### src/rtl/cond_writeback_stage.sv
// cond_writeback_stage
//   Execute-to-writeback stage sitting right after the ALU. Keeps the
//   architectural NZCV flags and checks each instruction's condition field
//   against them. It applies S-bit flag updates and registers one writeback
//   entry for the register file behind a valid/ready handshake.
//
// Ports
//   clk, nreset              clock, synchronous active-low reset
//   in_valid / in_ready      handshake from the ALU
//   cond, s_bit, logical_op  instruction control (condition, flag update, C/V hold)
//   rd_addr, alu_data        destination and ALU result
//   alu_carry, alu_overflow  ALU C and V outputs
//   alu_we                   instruction writes Rd
//   out_valid / out_ready    handshake to the register file
//   wb_addr, wb_data, wb_en  registered writeback entry
//   flags                    registered {N,Z,C,V}
//   carry_in                 registered C, returned to the ALU
//   exec_count               saturating count of accepted instructions that passed
//   squash_count             saturating count of accepted instructions that failed
module cond_writeback_stage #(
  parameter int REG_SIZE  = 32,
  parameter int ADDR_SIZE = 4,
  parameter int CNT_W     = 16
) (
  input  logic                 clk,
  input  logic                 nreset,
  input  logic                 in_valid,
  output logic                 in_ready,
  input  logic [3:0]           cond,
  input  logic                 s_bit,
  input  logic                 logical_op,
  input  logic [ADDR_SIZE-1:0] rd_addr,
  input  logic [REG_SIZE-1:0]  alu_data,
  input  logic                 alu_carry,
  input  logic                 alu_overflow,
  input  logic                 alu_we,
  output logic                 out_valid,
  input  logic                 out_ready,
  output logic [ADDR_SIZE-1:0] wb_addr,
  output logic [REG_SIZE-1:0]  wb_data,
  output logic                 wb_en,
  output logic [3:0]           flags,
  output logic                 carry_in,
  output logic [CNT_W-1:0]     exec_count,
  output logic [CNT_W-1:0]     squash_count
);

  logic accept;
  logic pass;
  logic f_n, f_z, f_c, f_v;

  assign f_n = flags[3];
  assign f_z = flags[2];
  assign f_c = flags[1];
  assign f_v = flags[0];

  // Single-entry buffer: a full entry can drain in the same cycle a new one lands.
  assign in_ready = ~out_valid | out_ready;
  assign accept   = in_valid & in_ready;
  assign carry_in = flags[1];

  always_comb begin
    pass = 1'b0;
    case (cond)
      4'b0000: pass = f_z;
      4'b0001: pass = ~f_z;
      4'b0010: pass = f_c;
      4'b0011: pass = ~f_c;
      4'b0100: pass = f_n;
      4'b0101: pass = ~f_n;
      4'b0110: pass = f_v;
      4'b0111: pass = ~f_v;
      4'b1000: pass = f_c & ~f_z;
      4'b1001: pass = ~f_c | f_z;
      4'b1010: pass = (f_n == f_v);
      4'b1011: pass = (f_n != f_v);
      4'b1100: pass = ~f_z & (f_n == f_v);
      4'b1101: pass = f_z | (f_n != f_v);
      4'b1110: pass = 1'b1;
      default: pass = 1'b0;   // NV never executes
    endcase
  end

  always_ff @(posedge clk) begin
    if (!nreset) begin
      out_valid    <= 1'b0;
      wb_addr      <= '0;
      wb_data      <= '0;
      wb_en        <= 1'b0;
      flags        <= 4'b0000;
      exec_count   <= '0;
      squash_count <= '0;
    end else if (accept) begin
      out_valid <= 1'b1;
      wb_addr   <= rd_addr;
      wb_data   <= alu_data;
      // A squashed instruction still yields an entry so register-file order is kept.
      wb_en     <= pass & alu_we;
      if (pass && s_bit) begin
        flags[3] <= alu_data[REG_SIZE-1];
        flags[2] <= (alu_data == '0);
        // Logical ops leave C and V alone.
        if (!logical_op) begin
          flags[1] <= alu_carry;
          flags[0] <= alu_overflow;
        end
      end
      if (pass) begin
        if (exec_count != '1) exec_count <= exec_count + CNT_W'(1);
      end else begin
        if (squash_count != '1) squash_count <= squash_count + CNT_W'(1);
      end
    end else if (out_ready) begin
      out_valid <= 1'b0;
    end
  end

endmodule

### config.mk
export PLATFORM = sky130hd
export DESIGN_NAME = cond_writeback_stage
export DESIGN_NICKNAME = d
export VERILOG_FILES = /design/src/rtl/cond_writeback_stage.sv
export SDC_FILE = /design/constraint.sdc
export NUM_CORES = 1
export LEC_CHECK = 0
export BUFFER_PORTS_ARGS = -buffer_cell sky130_fd_sc_hd__clkbuf_2
export CORE_MARGIN = 2
export CORE_UTILIZATION = 49
export DETAILED_ROUTE_END_ITERATION = 16
export HOLD_SLACK_MARGIN = 0.15
export PLACE_DENSITY = 0.75
export SLEW_MARGIN = 25
export SYNTH_ARGS = -nofsm -noshare
export SYNTH_HDL_FRONTEND = slang
export SYNTH_SLANG_ARGS = --single-unit
### constraint.sdc
create_clock -name clk -period 2.5 [get_ports clk]
set_input_delay 0.125 -clock clk [delete_from_list [all_inputs] [get_ports clk]]
set_output_delay 0.125 -clock clk [all_outputs]
set_load 0.02 [all_outputs]
---- Yosys cells after proc, flatten, opt, wreduce, memory -nomap -nowiden ----
Index checks and enable logic that the tools add are counted.
word-level totals
  flip-flop bits (word level) ............. 74
  output and inout bits ................... 76
  input bits .............................. 49
cells by class
  reduce and logical (&&, ||, !) cells .... 8
  equality and inequality tests ........... 18
  bitwise logic cells ..................... 14
  multiplexer cells ....................... 3
  add/sub/neg operators ................... 2
operators by type and width
  operator               count
  $add 16x1->16 const B  2
  $logic_not 32->1       1
  $ne 16x16->1 const B   2
  $eq 4x4->1 const B     7
  $eq 4x3->1 const B     4
  $pmux 1 s15            1
  $reduce_and 3->1       3
  $eq 4x2->1 const B     2
  $not 1->1              7
  $and 1x1->1            4
  $eq 4x1->1 const B     1
  $logic_not 4->1        1
  $or 1x1->1             3
  $mux 1                 2
  $reduce_and 2->1       1
  $reduce_bool 2->1      1
  $eq 1x1->1             1
  $logic_and 1x1->1      1
  $ne 1x1->1             1

---- Longest topological paths before layout ----
  word-level depth ........................ 5
  gate-level depth with buffers ........... 9
  depth with buffers taken out ............ 7

---- Worst setup path after synthesis ----
OpenSTA, ideal clock, no wires.
  kind .................................... flip-flop to flip-flop
  from .................................... register squash_count[0]
  to ...................................... register squash_count[4]
  arrival time ............................ 2,210 ps
  clock period less this slack ............ 2,324 ps
  library setup time ...................... 115 ps
  stages on the path, launching flop included .. 10
  data required time ...................... 2,385 ps
  path slack .............................. 176 ps
  path through ............................ dfxtp_1 -> ha_1 -> and3_1 -> nand3_1 -> or3b_2 -> nand4_1 -> buf_2 -> buf_2 -> nor3_1 -> o21a_1
on the way
  word-level cells in the longest chain between the ends .. 2
ends and longest elaborated chain
  what                                                                   RTL line  source
  start, declared                                                        45        output logic [CNT_W-1:0] squash_count
  start signal, assigned                                                 111       if (squash_count != '1) squash_count <= squash_count + CNT_W'(1);
  parallel branches: the longest is 2 deep, another holds $add 16x1->16  n/a
Several ways; the timed one is not identified.
A chain may end at the register's enable or synchronous reset.

---- Final worst setup path ----
  from .................................... register flags[0]
  to ...................................... register exec_count[10]
on the way
  word-level cells in the longest chain between the ends .. 4
ends and longest elaborated chain
  what                                       RTL line  source
  start, declared                            42        output logic [3:0] flags,
  start signal, assigned                     105       flags[0] <= alu_overflow;
  $ne 1x1->1 or $eq 1x1->1 (tied branches)   n/a
  $or 1x1->1 or $and 1x1->1 (tied branches)  78, 77
  $pmux 1 s15 (*)                            64        case (cond)
  $reduce_and 3->1 (no line) (*)             n/a
  end signal, assigned                       109       if (exec_count != '1) exec_count <= exec_count + CNT_W'(1);
  end, declared                              44        output logic [CNT_W-1:0] exec_count,
Every way passes the cells marked *; elsewhere a longest branch is shown, timed or not.

==> key figures <==
Drt
  – Detailed Route Iter0 Violations: 180
  – Total vias in the final route: 3,750
  – Routed WL: 9960 um
  – DRC: 0
  – Met3 WL: 511 um
  – Final antenna-violating net count: 0
  – Drt pass-1 iters: 4
  – Max layer used: met4
  – DR WL/cell: 14.5 um
  – Met1 WL: 4260 um
  – Met2 wire len: 4940 um
  – Vias per std cell: 5.47

Timing
  – Period minus WS final: 2.37 ns
  – Slew Viols, Final: 0
  – Slew headroom: 0.567
  – # setup viols final: 0
  – Worst-Margin Slew: 0.649 ns
  – Final Hold Viols: 0
  – Worst clock skew: 0.0119 ns
  – Setup TNS Final: 0 ns
  – Maximum clock frequency: 422 MHz
  – RSZ-0062 raised after global routing: yes
  – Crit share post-route: 0.949

CTS
  – Root Driver: clkbuf_8
  – Sink Count: 74
  – Maximum clock path buffer count: 2
  – CTS Buf Count: 9
  – CTS tree: done
  – Clk_lat worst skew: 0.35 ns
  – # H-tree levels: 3
  – Clk slew on worst S/H paths: 0.08 ns

Yosys
  – Syn_area_per_cell: 8.06 sq um
  – Synth Area in Compound Gates: 0.164
  – Post-Syn Area: 3420 sq um
  – Multiplexer share of the synthesized area: 0.0384
  – Xor/xnor cell area share of the yosys netlist: 0.00767
  – Post-Syn Instances: 425
  – Yosys warns: 0
  – Sequential share of the synthesized area: 0.433
  – Main synth FF type: dfxtp_1
  – Count of different cell masters after synthesis: 47
  – Synth Area in Simple Gates: 0.309
  – Top cells by count, synth: nand2_1, dfxtp_1, a21oi_1
  – Adder-cell area share of the yosys netlist: 0.00731
  – Ys async rst share: 0
  – Post-synthesis net count: 476
  – Largest cells by area after synthesis: dfxtp_1, nand2_1, a21oi_1, mux2i_1, nand4_1
  – Main combinational cell family by area after synthesis: simple AND/OR/NAND/NOR gates
  – Post-synth EDFFs: 0
  – Most frequent cell after synthesis: nand2_1
  – Synth Register Bits: 74
  – Post-synth top area cell: dfxtp_1
  – Synth top area share: 0.433

Setup path
  – R2R cell count: 7
  – FF-to-FF Start: flags[0]$_SDFFE_PN0P_
  – CP Capture Type: flop
  – Reg-to-Reg End: exec_count[10]$_SDFFE_PN0P_
  – Crit-path max FO: 15
  – Worst setup SP type: flop
  – Crit path DAT: 2.64 ns
  – CP required: 2.77 ns
  – Kind of critical path: flop to flop
  – Worst R2R Setup Slack: 0.13 ns
  – Launch point of the worst path: flags[0]$_SDFFE_PN0P_

Cells and area
  – Nets: 637
  – N_diodes: 0
  – Ratio of cells with drive above 1 in the final layout: 0.266
  – Area Growth Syn to Fin: 38.0%
  – Finished Cell Area: 4720 sq um
  – Fillers: 563

Flow run
  – Max_cap viols: 0

Floorplanning
  – Core area: 6790 sq um
  – Die height: 87.6 um
  – Full die area: 7670 sq um
  – Row cnt: 30
  – Io pins: 125
  – Die W: 87.6 um
  – Initial Util: 0.504

GRT
  – Vias in the first global route: 3,339
  – Remaining global-route overflow: 0
  – First-pass GRT wire length: 15,900 um
  – Largest net degree at the start of global routing: 58
  – Global Route Usage Sum: 0.259
  – Initial antenna violation count: 0

Placed design
  – RePlAce Congestion: 0.822
  – I/O Buffers: 124
  – HPWL after DPL: 6410 um
  – Placed Area: 4110 sq um

Power
  – Leakage power: 2.02 nW
  – Pwr/cell area: 515 nW/um^2
  – Max IR drop VDD: 0.000319 V

Min path
  – WHS Path Cells: 3
  – Hold Path Class: input pin to flop
  – Hold-critical path endpoint: squash_count[13]$_SDFFE_PN0P_
  – Hold Startpoint: nreset

Run status
  – Status: complete, no violations
-- worst max path at each step --
stage                                         endpoint  slack (ns)  depth (start not counted)
after floorplan           squash_count[4]$_SDFFE_PN0P_        0.18                          9
after global placement     exec_count[10]$_SDFFE_PN0P_        0.18                          7
after detailed placement   exec_count[10]$_SDFFE_PN0P_        0.07                          7
after CTS                  exec_count[10]$_SDFFE_PN0P_        0.04                          7
after global routing      squash_count[8]$_SDFFE_PN0P_       0.001                          7
final                      exec_count[10]$_SDFFE_PN0P_        0.13                          7
-- final cells by class --
type	instances	area (sq um)	area share
multi-input cells	320	1830	0.386
flip-flops and latches	74	1480	0.314
repair buffers	176	1120	0.237
clock buffers	9	124	0.0262
well taps	96	120	0.0254
clock inverters	6	35.0	0.00742
inverters	5	18.8	0.00397
-- state kept, by name, summed over array words and instances, names as in the netlist --
register      flops
squash_count     16
wb_data          32
out_valid         1
exec_count       16
wb_addr           4
flags             4
wb_en             1
-- layer usage --
metal	up-vias	track usage
met2	133	0.435
met4	0	0.101
li1	1844	-
met1	1748	0.334
met5	-	0
met3	25	0.0396
-- layout by cell type, fill, tap and decap left out, drive strengths merged, types with 10 or more instances in the layout --
| cell type | instances |
|---|---|
| mux2i | 12 |
| clkbuf | 133 |
| o21ai | 11 |
| nand4 | 13 |
| or3 | 10 |
| nand2 | 109 |
| or4 | 10 |
| nand3 | 12 |
| nand2b | 10 |
| a21oi | 53 |
| dlygate4sd3 | 43 |
| dfxtp | 74 |
-- repair_timing --
action | CTS | global route
resized for setup | 0 | 5
setup endpoints to repair | 0 | 7
buffers inserted | 0 | 0
hold buffers | 43 | 0
hold endpoints to repair | 42 | 0
-- report_power, final --
part / internal, W / total [W] / switching, W
clock network: 0.000347 / 0.000782 / 0.000435
registers: 0.00122 / 0.00125 / 0.0000283
logic: 0.000162 / 0.000402 / 0.000240
total: 0.00173 / 0.00243 / 0.000703
-- logic make-up (layout without fill, tap and decap cells) --
logic type / count (synthesis) / count (layout)
adder cells (fa/ha/maj): 2 / 2
AO/OA/AOI/OAI: 93 / 93
buffers and inverters: 31 / 196
XOR/XNOR: 3 / 3
flip-flops: 74 / 74
AND/OR/NAND/NOR: 209 / 209
multiplexers: 13 / 13
-- metrics by stage --
stage                     setup slack, ns  hold slack, ns  power, W  utilization  std cells
after floorplan                     0.176           0.254   0.00148            -        425
after global placement              0.180           0.348   0.00160        0.605        628
after detailed placement           0.0722           0.357   0.00161        0.605        628
after CTS                          0.0437           0.336   0.00243        0.692        686
after global routing              0.00116           0.359   0.00253        0.695        686
final                               0.128           0.327   0.00243        0.695        686
-- worst max-delay path: stages, from the launching register on --
cell and delay [ns]:
dfxtp_1 0.36, xor2_1 0.18, or4b_1 0.49, a31o_1 0.29, a31o_4 0.29, buf_4 0.16, nor4b_2 0.31, mux2i_1 0.21
(Power assumes the default switching activity.)
